`config.mk`:
```
export PLATFORM = sky130hd
export DESIGN_NAME = sram_fifo_ctrl
export DESIGN_NICKNAME = d
export VERILOG_FILES = /design/src/rtl/sram_fifo_ctrl.sv
export SDC_FILE = /design/constraint.sdc
export NUM_CORES = 1
export LEC_CHECK = 0
export CORE_MARGIN = 2
export CORE_UTILIZATION = 54
export DETAILED_ROUTE_END_ITERATION = 10
export PLACE_DENSITY = 0.86
export SLEW_MARGIN = 20
export SYNTH_ARGS = -nofsm -noshare
export SYNTH_HDL_FRONTEND = slang
export SYNTH_SLANG_ARGS = --single-unit
```
`constraint.sdc`:
```
create_clock -name clk -period 4.5 [get_ports clk]
set_input_delay 0.45 -clock clk [delete_from_list [all_inputs] [get_ports clk]]
set_output_delay 0.45 -clock clk [all_outputs]
set_load 0.01 [all_outputs]
```
`src/rtl/sram_fifo_ctrl.sv`:
```
// sram_fifo_ctrl
// Turns a dual-bank 1R1W SRAM wrapper (1-cycle read latency) into a
// valid/ready streaming FIFO. Writes pass straight through to the wrapper.
// Reads are issued early into a 2-entry register buffer so the consumer sees
// one word per cycle. A read may not follow an in-flight read that sits in the
// other bank, because the wrapper selects rdata by the live rpointer MSB.
module sram_fifo_ctrl #(
    parameter int DATA_WIDTH = 8,
    parameter int RAM_DEPTH  = 32,
    parameter int ADDR_WIDTH = $clog2(RAM_DEPTH)
) (
    input  logic                    clk,
    input  logic                    rst,
    input  logic                    in_valid,
    output logic                    in_ready,
    input  logic [DATA_WIDTH-1:0]   in_data,
    output logic                    out_valid,
    input  logic                    out_ready,
    output logic [DATA_WIDTH-1:0]   out_data,
    output logic [ADDR_WIDTH+1:0]   level,
    output logic                    sram_wen,
    output logic [ADDR_WIDTH-1:0]   sram_wptr,
    output logic [DATA_WIDTH-1:0]   sram_wdata,
    output logic                    sram_ren,
    output logic [ADDR_WIDTH-1:0]   sram_rptr,
    input  logic [DATA_WIDTH-1:0]   sram_rdata
);

    localparam logic [ADDR_WIDTH:0] LP_DEPTH = (ADDR_WIDTH+1)'(RAM_DEPTH);

    // Pointers carry an extra phase bit so full and empty are distinguishable.
    logic [ADDR_WIDTH:0]     r_wr_ptr;
    logic [ADDR_WIDTH:0]     r_rd_ptr;
    logic [ADDR_WIDTH-1:0]   r_sram_rptr;
    logic                    r_inflight;
    logic [DATA_WIDTH-1:0]   r_ob0;
    logic [DATA_WIDTH-1:0]   r_ob1;
    logic [1:0]              r_ob_count;

    logic [ADDR_WIDTH:0]     w_mem_count;
    logic                    w_mem_full;
    logic                    w_mem_empty;
    logic                    w_push;
    logic                    w_pop;
    logic                    w_issue;
    logic                    w_bank_ok;
    logic [2:0]              w_ob_load;
    logic [DATA_WIDTH-1:0]   w_ob0_nxt;
    logic [DATA_WIDTH-1:0]   w_ob1_nxt;
    logic [1:0]              w_ob_count_nxt;
    logic [ADDR_WIDTH+1:0]   w_level_sum;

    assign w_mem_count = r_wr_ptr - r_rd_ptr;
    assign w_mem_full  = (w_mem_count == LP_DEPTH);
    assign w_mem_empty = (w_mem_count == {(ADDR_WIDTH+1){1'b0}});

    // Handshakes, read-issue decision and wrapper write port.
    always_comb begin
        in_ready   = 1'b0;
        out_valid  = 1'b0;
        if (rst) begin
            in_ready  = 1'b0;
            out_valid = 1'b0;
        end else begin
            in_ready  = !w_mem_full;
            out_valid = (r_ob_count != 2'd0);
        end
        w_push     = in_valid & in_ready;
        w_pop      = out_valid & out_ready;
        // Words already owned by the buffer once this cycle's pop is taken.
        w_ob_load  = {1'b0, r_ob_count} + {2'b00, r_inflight} - {2'b00, w_pop};
        // Back-to-back reads must stay in the bank of the read still in flight.
        if (r_inflight) begin
            w_bank_ok = (r_rd_ptr[ADDR_WIDTH-1] == r_sram_rptr[ADDR_WIDTH-1]);
        end else begin
            w_bank_ok = 1'b1;
        end
        w_issue    = !rst & !w_mem_empty & (w_ob_load < 3'd2) & w_bank_ok;
        sram_wen   = w_push;
        sram_wptr  = r_wr_ptr[ADDR_WIDTH-1:0];
        sram_wdata = in_data;
        sram_ren   = w_issue;
        sram_rptr  = r_sram_rptr;
    end

    // Output buffer next state: capture the returning read and/or shift on pop.
    always_comb begin
        w_ob0_nxt      = r_ob0;
        w_ob1_nxt      = r_ob1;
        w_ob_count_nxt = r_ob_count;
        case ({w_pop, r_inflight})
            2'b10: begin
                w_ob0_nxt      = r_ob1;
                w_ob_count_nxt = r_ob_count - 2'd1;
            end
            2'b01: begin
                if (r_ob_count == 2'd0) begin
                    w_ob0_nxt = sram_rdata;
                end else begin
                    w_ob1_nxt = sram_rdata;
                end
                w_ob_count_nxt = r_ob_count + 2'd1;
            end
            2'b11: begin
                if (r_ob_count == 2'd1) begin
                    w_ob0_nxt = sram_rdata;
                end else begin
                    w_ob0_nxt = r_ob1;
                    w_ob1_nxt = sram_rdata;
                end
            end
            default: begin
                w_ob_count_nxt = r_ob_count;
            end
        endcase
    end

    // Head-of-FIFO data and occupancy, forced to zero while in reset.
    always_comb begin
        w_level_sum = {1'b0, w_mem_count}
                    + {{(ADDR_WIDTH+1){1'b0}}, r_inflight}
                    + {{ADDR_WIDTH{1'b0}}, r_ob_count};
        if (rst) begin
            out_data = {DATA_WIDTH{1'b0}};
            level    = {(ADDR_WIDTH+2){1'b0}};
        end else begin
            out_data = r_ob0;
            level    = w_level_sum;
        end
    end

    // Pointer, in-flight tracking and held read address for the wrapper.
    always_ff @(posedge clk) begin
        if (rst) begin
            r_wr_ptr    <= {(ADDR_WIDTH+1){1'b0}};
            r_rd_ptr    <= {(ADDR_WIDTH+1){1'b0}};
            r_sram_rptr <= {ADDR_WIDTH{1'b0}};
            r_inflight  <= 1'b0;
        end else begin
            if (w_push) begin
                r_wr_ptr <= r_wr_ptr + {{ADDR_WIDTH{1'b0}}, 1'b1};
            end else begin
                r_wr_ptr <= r_wr_ptr;
            end
            if (w_issue) begin
                r_rd_ptr    <= r_rd_ptr + {{ADDR_WIDTH{1'b0}}, 1'b1};
                r_sram_rptr <= r_rd_ptr[ADDR_WIDTH-1:0];
            end else begin
                r_rd_ptr    <= r_rd_ptr;
                r_sram_rptr <= r_sram_rptr;
            end
            r_inflight <= w_issue;
        end
    end

    // Output buffer registers; in-flight data is discarded by reset.
    always_ff @(posedge clk) begin
        if (rst) begin
            r_ob0      <= {DATA_WIDTH{1'b0}};
            r_ob1      <= {DATA_WIDTH{1'b0}};
            r_ob_count <= 2'd0;
        end else begin
            r_ob0      <= w_ob0_nxt;
            r_ob1      <= w_ob1_nxt;
            r_ob_count <= w_ob_count_nxt;
        end
    end

endmodule

```
* Yosys cells after proc, flatten, opt, wreduce, memory -nomap -nowiden
Index checks and enable logic that the tools add are counted.
** Word-level totals
- Register bits after elaboration :: 36
- Output and inout port bits :: 37
- Word-level logic and storage cells :: 54
** Operators by class
- Add/sub/neg operators :: 9
- $lt $le $gt $ge :: 1
- Eq/ne operators :: 9
- Muxes and demuxes :: 12
- Bitwise logic cells :: 5
- Reduce and logical (&&, ||, !) cells :: 11
** Operators with widths (number)
- 2-to-1 mux 8 bit :: 5
- one-hot mux 8 bit (3 select lines) :: 1
- one-hot mux 8 bit (2 select lines) :: 1
- adder 6 x 1 -> 6 bit (second input constant) :: 2
- adder 6 x 1 -> 7 bit :: 1
- adder 7 x 2 -> 7 bit :: 1
- 2-to-1 mux 7 bit :: 1
- equality test 6 bit (second input constant) :: 1
- logical NOT 6 bit :: 1
- != test 2 bit (second input constant) :: 3
- nonzero test 2 bit :: 3
- subtractor 6 bit :: 1
- AND 1 bit :: 5
- equality test 2 x 1 -> 1 bit (second input constant) :: 2
- equality test 2 bit (second input constant) :: 2
- one-hot mux 2 bit (2 select lines) :: 1
- adder 2 x 1 -> 3 bit :: 1
- logical NOT 1 bit :: 3
- < comparator 3 x 2 -> 1 bit (second input constant) :: 1
- 2-to-1 mux 1 bit :: 3
- AND reduction 3 bit :: 1
- nonzero test 3 bit :: 1
- subtractor 3 x 1 -> 3 bit :: 1
- adder 2 x 1 -> 2 bit (second input constant) :: 1
- 4 further kinds :: 4

* Longest topological paths before layout
Gate-level depths: netlist of run 1.
- Depth in word-level cells :: 7
- Gate-level depth with buffers :: 13
- Gate-level depth less buffers :: 12

* Worst setup path before layout of run 1
OpenSTA, ideal clock, no wires.
- Path kind :: input to output
- From :: input rst
- To :: output sram_ren
- Data arrival time :: 2.731 ns
- Data required time :: 4.050 ns
- Setup slack :: 1.319 ns
- Stages on the path :: 11
- Buffers on the path :: 2
- Path through :: clkbuf_1 clkbuf_1 nor2_1 nand2_1 inv_1 ha_1 nand2b_1 fa_1 xnor2_1 nand4b_1 nor2_1
** Between the ends
- Longest elaborated chain between the ends :: 6
- Elaborated cells between the ends (all ways) :: 8
- Those cells by class :: add/sub (1); order compare (1); mux (1); bitwise (4); reduce/logical (1)
** Ends and longest elaborated chain
- start: declaration :: line 13 : input logic rst,
- 2-to-1 mux 1 bit :: line 61 : if (rst) begin
- net out_valid :: line 17 : output logic out_valid,
- AND 1 bit :: line 69 : w_pop = out_valid & out_ready;
- subtractor 3 x 1 -> 3 bit :: line 71 : w_ob_load = {1'b0, r_ob_count} + {2'b00, r_inflight} - {2'b00, w_pop};
- < comparator 3 x 2 -> 1 bit :: line 78 : w_issue = !rst & !w_mem_empty & (w_ob_load < 3'd2) & w_bank_ok;
- AND 1 bit (2 in series) :: line 78
- end: declaration :: line 24 : output logic sram_ren,
The timed path passes the listed nets, and every way through them passes these cells.

* Worst setup path in the final report of run 1
- From :: register r_ob_count[1]
- To :: output sram_ren
** Between the ends
- Longest elaborated chain between the ends :: 7
- Elaborated cells between the ends (all ways) :: 8
- Those cells by class :: add/sub (2); order compare (1); mux (1); bitwise (3); reduce/logical (1)
** Ends and longest elaborated chain
- start: declaration :: line 38 : logic [1:0] r_ob_count;
- start signal: assignment :: line 165 : r_ob_count <= w_ob_count_nxt;
- nonzero test 2 bit :: line 66 : out_valid = (r_ob_count != 2'd0);
- 2-to-1 mux 1 bit :: line 61
- AND 1 bit :: line 69
- subtractor 3 x 1 -> 3 bit (*) :: line 71
- < comparator 3 x 2 -> 1 bit (*) :: line 78
- AND 1 bit (*) (2 in series) :: line 78
Every way passes the cells marked *; elsewhere a longest branch is shown, timed or not.

==> impl_metrics.ini, run 1 <==
[timing]
setup_violations = 0
max_freq_ghz = 0.2488
finClkSkew_ns = 0.006964
hold_viol_final = 0
tightest_slew_ns = 0.9379
report.final.slew_viol_count = 0
period_share_pct = 89.30
slew_headroom_pct = 37.06
fin_hold_ws_ns = 0.4894
final.min_clock_period_ns = 4.019
layout_setup_ws_ns = 0.4814
rsz0062_at_grt = false
setup_tns_ns = 0

[status]
status = completed

[setup_path]
reg2reg_from = r_ob_count[1]
cp_data_required_time_ns = 4.05
reg2reg_depth = 12
path_max_fanout = 9
crit_start = r_ob_count[1]
worstSetupPathType = flop to primary output
critPathLaunchType = flop
end_kind = primary output
rr_endpoint = r_rd_ptr[5]
cp_data_arrival_time_ns = 3.57
reg2reg_slack_ns = 1.35

[synth]
yosysSeqAreaShare_pct = 30.62
syn_nets = 305
synth_ff_type = dfxtp_1
synthCells = 267
ys_warn_count = 0
syn_area_um2 = 2354
ys_seq_elements = 36
synth_edf_count = 0
async_flop_share_pct = 0
syn_area_per_cell_um2 = 8.815
yosys.cell_types.count = 45

[global_routing]
grt_usage_pct = 20.48
antenna_found_initial = 0
grt_start_max_net_pins = 57
globalRouteOverflowTotal = 0
grt_pass1_vias = 1821
grt_pass1_wl_mm = 8.183

[finish]
num-nets-final = 330
final_cell_mix = 39 x clkdlybuf4s50_1, 36 x dfxtp_1, 33 x nor2_1
syn_to_final_growth_pct = 17.86
drive_above_1_share_pct = 7.850
stdcell_area_um2 = 2774
n_antenna_cell = 0
layout_commonest_cell = clkdlybuf4s50_1
final_cells = 345

[worst_hold_path]
min_to = sram_rptr[2]
min_delay_path_depth = 2
hold_class = flop to flop
hp-start = sram_rptr[2]

[clock_network]
clock_path_buffers = 2
cts_resized = 0
hold_buffers = 0
root_buffer = clkbuf_8
clk-insertion-delay-late_ns = 0.30
cts_tree = done
cts.sinks = 36
clk_pin_slew_ns = 0.07
cts_made_buffers = 5
htree_levels = 2
cts_setup_buffers = 0

[pwr]
vdd_drop_max_v = 0.0003454
power.leakage_nw = 1.097
p_per_area_nw_per_um2 = 640.2

[floorplanning]
fp-row-count = 24
start_util_pct = 55.19
dieArea_um2 = 4902
core_um2 = 4264
pin_count = 57
die_h_um = 70.02
die_w_um = 70.02

[placement]
gp_congestion = 0.8405
place_inst = 337
postPlaceCellArea_um2 = 2685
dp_hpwl_mm = 3.515
io_buffers = 40
dp_slack_ns = 0.8099

[routing]
route.detailed.drc = 0
firstDrtPassIters = 4
avgRoutedWirePerCell_um = 13.52
num_vias = 1920
viasPerCell = 5.565
wl_mm = 4.664
drtIter0Drc = 82
antenna_left = 0

[job]
maxCapViolCount = 0
[cell type report]
class / instances / area (µm²)
repair buffers: 41 / 402.9
multi-input cells: 193 / 1444
well taps: 52 / 65.06
clock buffers: 7 / 76.32
inverters: 15 / 56.30
flip-flops and latches: 36 / 720.7
clock inverters: 1 / 8.758
fillers: 360 / 1490
[cells in the mapped netlist, types with 3 or more instances]
master | instances | share of area, %
a211oi_1 | 8 | 2.6
a21oi_1 | 14 | 3.0
a22oi_1 | 9 | 2.9
buf_4 | 13 | 4.1
clkbuf_1 | 7 | 1.1
dfxtp_1 | 36 | 31
fa_1 | 4 | 3.4
ha_1 | 14 | 7.4
inv_1 | 15 | 2.4
mux2i_1 | 15 | 6.4
nand2_1 | 8 | 1.3
nand2b_1 | 8 | 2.1
nand3_1 | 10 | 2.1
nand3_2 | 3 | 1.3
nor2_1 | 33 | 5.3
nor2b_1 | 11 | 2.9
o21ai_0 | 9 | 1.9
or3_1 | 4 | 1.1
xnor2_1 | 9 | 3.3
[state kept, by name (all words and copies together) (netlist names)]
register / cells
r_ob1: 8
r_ob_count: 2
sram_rptr: 5
r_wr_ptr: 6
r_ob0: 8
r_inflight: 1
r_rd_ptr: 6
[metal layers]
layer / vias to the layer above / wire length (µm) / track usage [%] / part of all wire [%]
met5: - / 0 / 0 / 0
met4: 0 / 55 / 6.838 / 1.2
met3: 7 / 200 / 5.628 / 4.3
met2: 35 / 2395 / 35.34 / 51
met1: 911 / 2012 / 24.55 / 43
li1: 967 / - / - / -
[metrics by stage]
step	util (%)	power (mW)
2_1_floorplan	-	1.241
3_3_place_gp	62.97	1.513
3_5_place_dp	62.97	1.548
4_1_cts	64.96	1.784
5_1_grt	65.05	1.922
6_report	65.05	1.776
[kinds of logic (layout without fill, tap and decap cells)]
family / count (synthesis) / after routing / synth area share, %
flops: 36 / 36 / 30.62
simple gates: 92 / 92 / 21.48
mux: 17 / 17 / 7.602
fa+ha+maj: 18 / 18 / 10.85
buf+inv: 38 / 64 / 8.187
compound gates: 53 / 53 / 15.79
xor+xnor: 13 / 13 / 5.476
[critical path: stages, from the launching register on]
cell and delay, ns:
dfxtp_1 0.49, inv_1 0.11, ha_1 0.22, nor2_1 0.14
nand2_1 0.11, inv_1 0.09, ha_1 0.22, nand2b_1 0.16
fa_1 0.39, xnor2_1 0.18, nand4b_1 0.29, nor2_1 0.29
clkdlybuf4s50_1 0.58
[report_power, final]
part	internal, mW	switching (mW)	leakage, nW	total, mW
Sequential	0.398	0.0642	0.294	0.462
Combinational	0.499	0.583	0.761	1.08
Clock	0.111	0.121	0.0424	0.232
Total	1.01	0.768	1.10	1.78
[how the worst max path moves through the flow]
stage / slack [ns] / cells after the start / end
floorplan: 1.32 / 11 / sram_ren
global placement: 0.92 / 12 / sram_ren
detailed placement: 0.81 / 12 / sram_ren
CTS: 0.46 / 12 / sram_ren
global route: 0.18 / 12 / sram_ren
finish: 0.48 / 12 / sram_ren
No activity file was read; power rests on OpenSTA's default activity.
==> run 2: changes to the inputs <==
--- a/config.mk
+++ b/config.mk
@@ -6,9 +6,9 @@
 export NUM_CORES = 1
 export LEC_CHECK = 0
 export CORE_MARGIN = 2
-export CORE_UTILIZATION = 54
+export CORE_UTILIZATION = 45
 export DETAILED_ROUTE_END_ITERATION = 10
-export PLACE_DENSITY = 0.86
+export PLACE_DENSITY = 0.77
 export SLEW_MARGIN = 20
 export SYNTH_ARGS = -nofsm -noshare
 export SYNTH_HDL_FRONTEND = slang
==> constraint.sdc (replaced) <==
create_clock -name clk -period 3.6 [get_ports clk]
set_input_delay 0.36 -clock clk [delete_from_list [all_inputs] [get_ports clk]]
set_output_delay 0.36 -clock clk [all_outputs]
set_load 0.01 [all_outputs]
==> impl_metrics.ini, run 2 (synthesized netlist as in run 1, its figures left out) <==
[status]
status = completed

[global_routing]
grt_pass1_wl_mm = 8.204
antenna_found_initial = 0
grt_pass1_vias = 1813
grt_usage_pct = 17.07
globalRouteOverflowTotal = 0
grt_start_max_net_pins = 57

[finish]
syn_to_final_growth_pct = 25.20
layout_commonest_cell = clkdlybuf4s50_1
final_cell_mix = 38 x clkdlybuf4s50_1, 34 x dfxtp_1, 32 x nor2_1
num-nets-final = 342
final_cells = 375
drive_above_1_share_pct = 14.43
fillers = 471
n_antenna_cell = 0
biggestRegsByFlops = r_ob0: 8 flops, r_ob1: 8 flops

[clock_network]
cts_tree = done
cts.sinks = 36
clock_path_buffers = 2
clk-insertion-delay-late_ns = 0.30
clk_pin_slew_ns = 0.08
hold_buffers = 0
cts_made_buffers = 5
htree_levels = 2
root_buffer = clkbuf_8

[setup_path]
worstSetupPathType = flop to primary output
path_max_fanout = 6
reg2reg_from = r_ob_count[0]
reg2reg_depth = 14
reg2reg_slack_ns = 0.50
critPathLaunchType = flop
rr_endpoint = r_rd_ptr[5]
cp_data_arrival_time_ns = 3.06
cp_data_required_time_ns = 3.24
end_kind = primary output

[floorplanning]
die_h_um = 76.32
start_util_pct = 46.38
dieArea_um2 = 5825
core_um2 = 5075
die_w_um = 76.32
fp-row-count = 26
pin_count = 57

[timing]
rsz0062_at_grt = false
tightest_slew_ns = 0.6700
max_freq_ghz = 0.2920
hold_viol_final = 0
slew_headroom_pct = 54.06
report.final.slew_viol_count = 0
period_share_pct = 95.12
finClkSkew_ns = 0.003113
final.min_clock_period_ns = 3.424
setup_violations = 0
setup_tns_ns = 0

[routing]
num_vias = 1970
avgRoutedWirePerCell_um = 13.35
drtIter0Drc = 74
antenna_left = 0
wl_mm = 5.007
firstDrtPassIters = 4
viasPerCell = 5.253
route.detailed.drc = 0

[job]
maxCapViolCount = 0

[worst_hold_path]
hold_class = flop to flop
hp-start = sram_rptr[2]
min_delay_path_depth = 2
min_to = sram_rptr[2]

[placement]
gp_congestion = 0.9009
place_inst = 361
dp_hpwl_mm = 3.556
io_buffers = 40

[pwr]
sequentialPowerShare_pct = 23.3
combinationalPowerShare_pct = 63.5
switchingPower_mw = 1.018
power.leakage_nw = 1.191
intPower_mw = 1.408
p_clk_share_pct = 13.1
p_per_area_nw_per_um2 = 823.2
vdd_drop_max_v = 0.0004532
netSwitchingFraction_pct = 41.97
run 2: cell types whose count changed in the layout (fill, tap and decap cells not counted), sizes merged:
cell	before	now
clkbuf	7	6
clkdlybuf4s50	39	38
inv	15	16
dlymetal6s2s	0	1
buf	2	14
run 2: worst max-delay path by stage:
stage                 from     endpoint  slack, ns  cells after the start
2_1_floorplan          rst  r_rd_ptr[5]       0.58                     12
3_3_place_gp   r_wr_ptr[0]     sram_wen       0.33                     11
3_5_place_dp   r_wr_ptr[0]     sram_wen       0.28                     11
4_1_cts        r_wr_ptr[0]     sram_ren       0.02                      9
5_1_grt        r_rd_ptr[0]     level[5]       0.05                     11
6_report       r_rd_ptr[0]     level[5]       0.18                     11
run 2: layout make-up:
type | count | area, µm² | area share (%)
inverters | 15 | 56.30 | 1.911
flip-flops and latches | 36 | 723.2 | 24.54
well taps | 70 | 87.58 | 2.972
clock buffers | 6 | 82.58 | 2.803
repair buffers | 53 | 495.5 | 16.82
multi-input cells | 193 | 1488 | 50.49
clock inverters | 2 | 13.76 | 0.4671
run 2: timing repair:
action	in CTS	in global routing
setup endpoints to repair	2	4
hold endpoints to repair	0	0
setup buffers	0	6
resized for setup	2	10
pin swaps	0	3
run 2: power by group through the flow:
stage               registers (mW)  clock network, mW  logic [mW]
finish                       0.566              0.319        1.54
global route                 0.580              0.337        1.69
CTS                          0.563              0.323        1.41
detailed placement           0.571                  0        1.39
global placement             0.566                  0        1.38
floorplan                    0.567                  0       0.984
run 2: critical path: stages, from the launching register on:
cell	delay, ns
dfxtp_1	0.43
ha_1	0.21
inv_1	0.06
fa_2	0.61
ha_1	0.25
nor2b_1	0.13
o21ai_0	0.21
inv_1	0.09
nand3_1	0.10
xnor2_1	0.07
nor2_1	0.09
clkdlybuf4s50_1	0.54
run 2: metal layers:
| metal | vias up | share of wire [%] | GRT usage [%] |
|---|---|---|---|
| met5 | - | 0 | 0 |
| met4 | 0 | 1.7 | 6.727 |
| met3 | 10 | 4.9 | 5.213 |
| met2 | 44 | 49 | 28.76 |
| met1 | 926 | 44 | 20.31 |
| li1 | 990 | - | - |
run 2: per-stage QoR:
step	utilization [%]	instance area [µm²]	hold WS [ns]	setup slack [ns]	power [mW]
detailed placement	54.24	2753	0.4783	0.2768	1.960
global route	58.06	2947	0.5215	0.04853	2.609
finish	58.06	2947	0.4856	0.1756	2.426
CTS	56.26	2855	0.4913	0.01732	2.294
floorplan	-	2354	0.4643	0.5770	1.552
global placement	54.24	2753	0.4724	0.3315	1.949
